===== config.mk =====
export PLATFORM = sky130hd
export DESIGN_NAME = omsp_tsc_alarm_flat
export DESIGN_NICKNAME = d
export VERILOG_FILES = /design/src/rtl/omsp_tsc_alarm_if.sv /design/src/rtl/omsp_tsc_alarm.sv /design/src/flat_wrapper.sv
export SDC_FILE = /design/constraint.sdc
export NUM_CORES = 1
export LEC_CHECK = 0
export CORE_ASPECT_RATIO = 0.9
export CORE_MARGIN = 8
export CORE_UTILIZATION = 60
export CTS_CLUSTER_DIAMETER = 200
export DETAILED_ROUTE_END_ITERATION = 8
export PLACE_DENSITY_LB_ADDON = 0.08
export SKIP_CTS_REPAIR_TIMING = 1
export SYNTH_ARGS = -nofsm -noshare
export SYNTH_HDL_FRONTEND = slang
export SYNTH_SLANG_ARGS = --single-unit

===== constraint.sdc =====
create_clock -name mclk -period 7.9 [get_ports mclk]
set_input_delay 0.79 -clock mclk [delete_from_list [all_inputs] [get_ports mclk]]
set_output_delay 0.79 -clock mclk [all_outputs]
set_load 0.01 [all_outputs]

===== src/rtl/omsp_tsc_alarm_if.sv =====
// rtl/omsp_tsc_alarm_if.sv - openMSP430-style peripheral bus bundle for the TSC alarm
interface omsp_tsc_alarm_if;
    logic [13:0] per_addr;
    logic [15:0] per_din;
    logic        per_en;
    logic [1:0]  per_we;
    logic [15:0] per_dout;

    modport master (
        output per_addr, per_din, per_en, per_we,
        input  per_dout
    );

    modport slave (
        input  per_addr, per_din, per_en, per_we,
        output per_dout
    );
endinterface


===== src/rtl/omsp_tsc_alarm.sv =====
// rtl/omsp_tsc_alarm.sv - 64-bit time stamp counter alarm with one-shot/periodic modes
module omsp_tsc_alarm #(
    parameter logic [14:0] BASE_ADDR = 15'h0110,
    parameter int          DEC_WD    = 4
) (
    input  logic                  mclk,
    input  logic                  puc_rst,
    omsp_tsc_alarm_if.slave       bus,
    input  logic [63:0]           tsc,
    output logic                  irq
);
    typedef enum logic {IDLE = 1'b0, ARMED = 1'b1} state_t;

    localparam logic [DEC_WD-1:0] OFF_CMP0 = DEC_WD'('h0);
    localparam logic [DEC_WD-1:0] OFF_CMP1 = DEC_WD'('h2);
    localparam logic [DEC_WD-1:0] OFF_CMP2 = DEC_WD'('h4);
    localparam logic [DEC_WD-1:0] OFF_CMP3 = DEC_WD'('h6);
    localparam logic [DEC_WD-1:0] OFF_PER0 = DEC_WD'('h8);
    localparam logic [DEC_WD-1:0] OFF_PER1 = DEC_WD'('hA);
    localparam logic [DEC_WD-1:0] OFF_CTL  = DEC_WD'('hC);
    localparam logic [DEC_WD-1:0] OFF_STAT = DEC_WD'('hE);

    state_t      state_q, state_d;
    logic [15:0] cmp0_q, cmp1_q, cmp2_q, cmp3_q;
    logic [15:0] per0_q, per1_q;
    logic [2:0]  ctl_q;
    logic        ifg_q, missed_q;
    logic [63:0] cmp_active_q;

    logic              sel, wr, rd;
    logic [DEC_WD-1:0] offset;
    logic              ctl_wr_lo, stat_wr_lo;
    logic              arm, disarm, ifg_clr, missed_clr;
    logic [31:0]       period;
    logic [63:0]       cmp_staged;
    logic              hit, reload;
    logic [15:0]       rdata;

    function automatic logic [15:0] byte_wr(input logic [15:0] old_val,
                                            input logic [15:0] din,
                                            input logic [1:0]  we);
        byte_wr = {we[1] ? din[15:8] : old_val[15:8],
                   we[0] ? din[7:0]  : old_val[7:0]};
    endfunction

    assign sel        = bus.per_en & (bus.per_addr[13:DEC_WD-1] == BASE_ADDR[14:DEC_WD]);
    assign offset     = {bus.per_addr[DEC_WD-2:0], 1'b0};
    assign wr         = sel & (|bus.per_we);
    assign rd         = sel & ~(|bus.per_we);

    assign ctl_wr_lo  = wr & (offset == OFF_CTL)  & bus.per_we[0];
    assign stat_wr_lo = wr & (offset == OFF_STAT) & bus.per_we[0];
    assign arm        = ctl_wr_lo &  bus.per_din[0];
    assign disarm     = ctl_wr_lo & ~bus.per_din[0];
    assign ifg_clr    = stat_wr_lo & bus.per_din[0];
    assign missed_clr = stat_wr_lo & bus.per_din[2];

    assign period     = {per1_q, per0_q};
    assign cmp_staged = {cmp3_q, cmp2_q, cmp1_q, cmp0_q};
    assign hit        = (state_q == ARMED) & (tsc >= cmp_active_q);
    // A periodic alarm with a zero period would fire every cycle, so it behaves as one-shot.
    assign reload     = hit & ctl_q[1] & (period != 32'd0);

    always_ff @(posedge mclk) begin
        if (puc_rst) state_q <= IDLE;
        else         state_q <= state_d;
    end

    always_comb begin
        state_d = state_q;
        if (arm)
            state_d = ARMED;
        else if (disarm)
            state_d = IDLE;
        else if (hit && !reload)
            state_d = IDLE;
    end

    always_ff @(posedge mclk) begin
        if (puc_rst) begin
            cmp0_q       <= 16'h0;
            cmp1_q       <= 16'h0;
            cmp2_q       <= 16'h0;
            cmp3_q       <= 16'h0;
            per0_q       <= 16'h0;
            per1_q       <= 16'h0;
            ctl_q        <= 3'b000;
            ifg_q        <= 1'b0;
            missed_q     <= 1'b0;
            cmp_active_q <= 64'h0;
        end else begin
            if (wr && offset == OFF_CMP0) cmp0_q <= byte_wr(cmp0_q, bus.per_din, bus.per_we);
            if (wr && offset == OFF_CMP1) cmp1_q <= byte_wr(cmp1_q, bus.per_din, bus.per_we);
            if (wr && offset == OFF_CMP2) cmp2_q <= byte_wr(cmp2_q, bus.per_din, bus.per_we);
            if (wr && offset == OFF_CMP3) cmp3_q <= byte_wr(cmp3_q, bus.per_din, bus.per_we);
            if (wr && offset == OFF_PER0) per0_q <= byte_wr(per0_q, bus.per_din, bus.per_we);
            if (wr && offset == OFF_PER1) per1_q <= byte_wr(per1_q, bus.per_din, bus.per_we);

            if (ctl_wr_lo)
                ctl_q <= bus.per_din[2:0];
            // One-shot completion drops EN unless a re-arm lands on the same edge.
            if (hit && !reload && !arm)
                ctl_q[0] <= 1'b0;

            if (arm)
                cmp_active_q <= cmp_staged;
            else if (reload)
                cmp_active_q <= cmp_active_q + {32'h0, period};

            if (hit)
                ifg_q <= 1'b1;
            else if (ifg_clr)
                ifg_q <= 1'b0;

            if (hit && ifg_q && !ifg_clr)
                missed_q <= 1'b1;
            else if (missed_clr)
                missed_q <= 1'b0;
        end
    end

    always_comb begin
        rdata = 16'h0;
        if (rd) begin
            case (offset)
                OFF_CMP0: rdata = cmp0_q;
                OFF_CMP1: rdata = cmp1_q;
                OFF_CMP2: rdata = cmp2_q;
                OFF_CMP3: rdata = cmp3_q;
                OFF_PER0: rdata = per0_q;
                OFF_PER1: rdata = per1_q;
                OFF_CTL:  rdata = {13'h0, ctl_q};
                OFF_STAT: rdata = {13'h0, missed_q, state_q == ARMED, ifg_q};
                default:  rdata = 16'h0;
            endcase
        end
    end

    assign bus.per_dout = rdata;
    assign irq          = ifg_q & ctl_q[2];
endmodule


===== src/flat_wrapper.sv =====
// flat-port wrapper written by rule: the top's interface ports become plain ports
module omsp_tsc_alarm_flat 
#(
    parameter logic [14:0] BASE_ADDR = 15'h0110,
    parameter int          DEC_WD    = 4
)
  (mclk, puc_rst, tsc, irq, bus_per_addr, bus_per_din, bus_per_en, bus_per_we, bus_per_dout);
  omsp_tsc_alarm_if bus_i ();
  input  logic mclk;
  input  logic puc_rst;
  input  logic [63:0] tsc;
  output logic irq;
  input wire logic [$bits(bus_i.per_addr)-1:0] bus_per_addr;
  input wire logic [$bits(bus_i.per_din)-1:0] bus_per_din;
  input wire logic [$bits(bus_i.per_en)-1:0] bus_per_en;
  input wire logic [$bits(bus_i.per_we)-1:0] bus_per_we;
  output wire logic [$bits(bus_i.per_dout)-1:0] bus_per_dout;
  assign bus_i.per_addr = bus_per_addr;
  assign bus_i.per_din = bus_per_din;
  assign bus_i.per_en = bus_per_en;
  assign bus_i.per_we = bus_per_we;
  assign bus_per_dout = bus_i.per_dout;
  omsp_tsc_alarm #(.BASE_ADDR(BASE_ADDR), .DEC_WD(DEC_WD)) u_core (.mclk(mclk), .puc_rst(puc_rst), .bus(bus_i), .tsc(tsc), .irq(irq));
endmodule

Yosys cells after proc, flatten, opt, wreduce, memory -nomap -nowiden
Index checks and enable logic that the tools add are counted.

operators by class
  add/sub/neg operators = 1
  magnitude comparators = 1
  eq/ne operators = 8
  multiplexer cells = 11
  bitwise gates (word level) = 17
  reduce and logical (&&, ||, !) cells = 33

operators with widths
  cell                 count
  $mux 64              2
  $pmux 16 s8          1
  $add 64x32->64       1
  $ge 64x64->1         1
  $reduce_bool 32->1   1
  $reduce_and 2->1     12
  $mux 16              1
  $and 1x1->1          15
  $eq 3x3->1 const B   4
  $eq 11x5->1 const B  1
  $logic_and 1x1->1    10
  $mux 1               7
  $eq 3x2->1 const B   2
  $reduce_bool 2->1    3
  $logic_not 4->1      1
  $reduce_or 2->1      2
  $eq 3x1->1 const B   1
  $logic_not 1->1      3
  $reduce_bool 3->1    1
  $not 1->1            2

word-level totals
  register bits after elaboration = 166
  bits of input ports = 99
  output and inout port bits = 17
  word-level logic and storage cells = 89

Longest topological paths before layout
  depth after elaboration = 9
  depth in mapped cells = 13
  depth with buffers taken out = 12

Worst setup path after synthesis
OpenSTA, ideal clock, no wires.

  kind = input to register
  from = input port tsc[0]
  to = register u_core.cmp_active_q[18]
  library setup time = 0.071 ns
  data arrival time = 3.289 ns
  required time = 7.829 ns
  setup slack = 4.540 ns
  stages on the path = 13
  path buffers = 2
  cell sequence = inv_1 ha_1 nand2b_1 a2111o_1 a311oi_1 nor4b_2 o31ai_2 a211o_1 buf_2 clkbuf_1 mux2i_1 nand2_1 a21oi_1

on the way
  longest elaborated chain between the ends = 5

RTL lines
  item                         RTL line               RTL
  from (decl)                  flat_wrapper.sv:11     input logic [63:0] tsc;
  $ge 64x64->1                 omsp_tsc_alarm.sv:60   assign hit = (state_q == ARMED) & (tsc >= cmp_active_q);
  $and 1x1->1                  omsp_tsc_alarm.sv:60
  $and 1x1->1 (2 in series)    omsp_tsc_alarm.sv:62   assign reload = hit & ctl_q[1] & (period != 32'd0);
  $reduce_bool 2->1 (no line)  --
  to (signal assigned)         omsp_tsc_alarm.sv:106  cmp_active_q <= cmp_staged;
  to (signal assigned)         omsp_tsc_alarm.sv:108  cmp_active_q <= cmp_active_q + {32'h0, period};
  to (decl)                    omsp_tsc_alarm.sv:28   logic [63:0] cmp_active_q;

No other way between the ends.
A chain may end at the register's enable or synchronous reset.

Final worst setup path
  from = register u_core.cmp_active_q[34]
  to = register u_core.cmp_active_q[60]

on the way
  longest elaborated chain between the ends = 5
  elaborated cells between the ends (all ways) = 8
  those cells by class = add/sub: 1; order compare: 1; mux: 2; bitwise: 3; reduce/logical: 1

RTL lines
  item                         RTL line
  $ge 64x64->1                 omsp_tsc_alarm.sv:60
  $and 1x1->1                  omsp_tsc_alarm.sv:60
  $and 1x1->1 (2 in series)    omsp_tsc_alarm.sv:62
  $reduce_bool 2->1 (no line)  --

Parallel ways exist; a longest one is shown, timed or not. The select of a mux whose other input is x is not followed.

==> flow_summary.yaml <==
worst_setup_path:
  slowest_stage: "a211oi_2"
  crit_type: "flop to flop"
  r2r_start: "u_core.cmp_active_q[34]"
  worst_path_largest_cell_delay_ns: 0.83
  cp.arrival_ns: 5.56
  start_kind: "flop"
  crit_chain: "inv_1 -> ha_1 -> nand4_1 -> nor4_2 -> nand3_1 -> nor4b_2 -> o31ai_2 -> a211oi_2 -> o2111ai_1 -> or3_1 -> a311oi_2"
  worst-path-max-fanout: 12
  end_kind: "flop"
  critPathLaunch: "u_core.cmp_active_q[34]"
  required_ns: 8.22
sta:
  slew_violations: 0
  setup_slack_ns: 2.67
  tns_ns: 0
  fin_skew_ns: 0.0100
  worstMarginPinSlew_ns: 1.22
  timing.final.crit_share_pct: 66.2
  fmax_mhz: 191
  finalHoldViolCount: 0
  slew_headroom_pct: 18.9
  period_needed_ns: 5.23
  rsz0062_at_grt: "false"
  setup_viol: 0
power:
  power.leakage_nw: 4.55
  peakVddDrop_v: 0.000137
  power.density_nw_per_um2: 143
clock_network:
  cts_buffers: 17
  path_clk_slew_ns: 0.07
  h-tree-depth: 4
  cts_tree: "done"
  insertion_delay_ns: 0.43
  cts_buffer_depth: 2
  root_buffer: "clkbuf_16"
  cts_sinks: 166
die:
  core_area_um2: 18200
  die_w_um: 159
  rows: 47
  die_y_um: 145
  io_pins: 116
  initial_core_util_pct: 60.6
  dieArea_um2: 23000
drt:
  drt-total-wl_um: 36000
  first_pass_iters: 7
  routedWlPerCell_um: 21.3
  drt_iter0_markers: 1432
  ant_nets: 0
  drcViolationCount: 0
  viasPerCell: 6.48
  vias: 11000
logic_synthesis:
  ys.flop_type: "dfxtp_1"
  avgSynthCellArea_um2: 8.06
  synth_edf_count: 0
  ys_async_sr_fraction_pct: 0
  syn_inst: 1366
  synth_seq_cells: 166
  synth_top_cells_by_area: "dfxtp_1 30%, ha_1 11%, mux2i_1 10%"
  syn_area_um2: 11000
  seq_area_frac_synth_pct: 30.2
  ys_warn_count: 0
  synth_top_area_share_pct: 30.2
  syn_nets: 1562
  synth_top_area_cell: "dfxtp_1"
  ys_types: 63
place:
  hpwl_um: 27000
  pre_cts_ws_ns: 2.49
  gp_congestion: 0.972
  io_buffers: 115
flow_run:
  maxCapViolCount: 0
grt:
  antenna_found_initial: 0
  grt_usage_pct: 30.3
  overflow: 0
  grt_pass1_vias: 10100
  grt_max_degree: 92
  grt_pass1_wl_um: 55500
layout:
  drive_above_1_share_pct: 3.52
  n_antenna_cell: 0
  final.fill_count: 1542
  layout_commonest_cell: "nor2_1"
  area_delta_synth_final_pct: 16.5
  layout.nets: 1630
  final_cell_mix: "225 x nor2_1, 166 x dfxtp_1, 114 x clkdlybuf4s50_1, 112 x mux2i_1, 96 x ha_1"
worst_hold_path:
  min_from: "u_core.missed_q"
  min_path_type: "flop to flop"
run_status:
  status: "complete, no violations"
where the power goes:
part | switching [mW] | internal (mW) | leakage, nW
Sequential | 0.00186 | 0.839 | 1.34
Combinational | 0.0732 | 0.0711 | 2.94
Clock | 0.340 | 0.514 | 0.280
metal layers:
| metal | vias up | track usage [%] | share of wire (%) |
|---|---|---|---|
| li1 | 5111 | - | - |
| met1 | 5161 | 40.7 | 43 |
| met2 | 620 | 46.9 | 43 |
| met3 | 73 | 7.77 | 11 |
| met4 | 0 | 9.06 | 2.5 |
| met5 | - | 0 | 0 |
critical path, delay by kind of cell, from the launching register on:
family | cells | cell delay, ns
compound gates | 4 | 1.91
fa+ha+maj | 1 | 0.35
buf+inv | 1 | 0.20
flops | 1 | 0.62
simple gates | 5 | 2.07
path summary, 6_finish.rpt:
kind,end,slack [ns],cells after the start
setup / recovery,u_core.cmp_active_q[60],2.67,11
hold / removal,u_core.missed_q,0.48,2
setup reg to reg,u_core.cmp_active_q[60],2.67,11
hold reg to reg,u_core.missed_q,0.48,2
metrics by stage:
step | total power, mW | area (um^2) | utilization [%] | hold slack (ns) | cells
global placement | 0.998 | 12200 | 67.3 | 0.469 | 1660
global route | 1.89 | 12800 | 70.6 | 0.533 | 1692
detailed placement | 1.00 | 12200 | 67.3 | 0.471 | 1660
CTS | 1.84 | 12800 | 70.6 | 0.479 | 1692
floorplan | 0.924 | 11000 | - | 0.444 | 1366
finish | 1.84 | 12800 | 70.6 | 0.483 | 1692
state kept, by name (all words and copies together), names as in the netlist:
register             cells
u_core.cmp0_q           16
u_core.ctl_q             3
u_core.cmp2_q           16
u_core.cmp3_q           16
u_core.per0_q           16
u_core.state_q           1
u_core.ifg_q             1
u_core.per1_q           16
u_core.cmp_active_q     64
u_core.missed_q          1
u_core.cmp1_q           16
layout make-up:
cell class | instances | area (um^2) | area share [%]
multi-input cells | 1051 | 7130 | 55.5
flip-flops and latches | 166 | 3320 | 25.9
repair buffers | 121 | 1190 | 9.30
clock buffers | 24 | 472 | 3.68
well taps | 245 | 307 | 2.39
inverters | 77 | 289 | 2.25
clock inverters | 8 | 123 | 0.956
logic make-up (layout without fill, tap and decap cells):
logic type	count (synthesis)	in the layout	share of synthesized area [%]
XOR/XNOR	37	37	2.94
buffers and inverters	149	230	5.18
flip-flops	166	166	30.2
AO/OA/AOI/OAI	325	325	20.1
multiplexers	115	115	10.5
adder cells (fa/ha/maj)	97	97	11.1
AND/OR/NAND/NOR	477	477	20.1
Yosys cell counts, types with 11 or more instances:
cell type	n
clkbuf_1	65
xnor2_1	26
nand4_1	31
nand3_1	22
nor2_1	225
a21oi_1	76
dfxtp_1	166
a22oi_1	42
xor2_1	11
inv_1	76
nor4_1	16
a311oi_1	13
nand2_1	77
nor3_1	37
a21o_1	18
o21ai_0	46
mux2i_1	112
ha_1	96
a31oi_1	18
a211oi_1	48
Power figures use the tool's default switching activity.
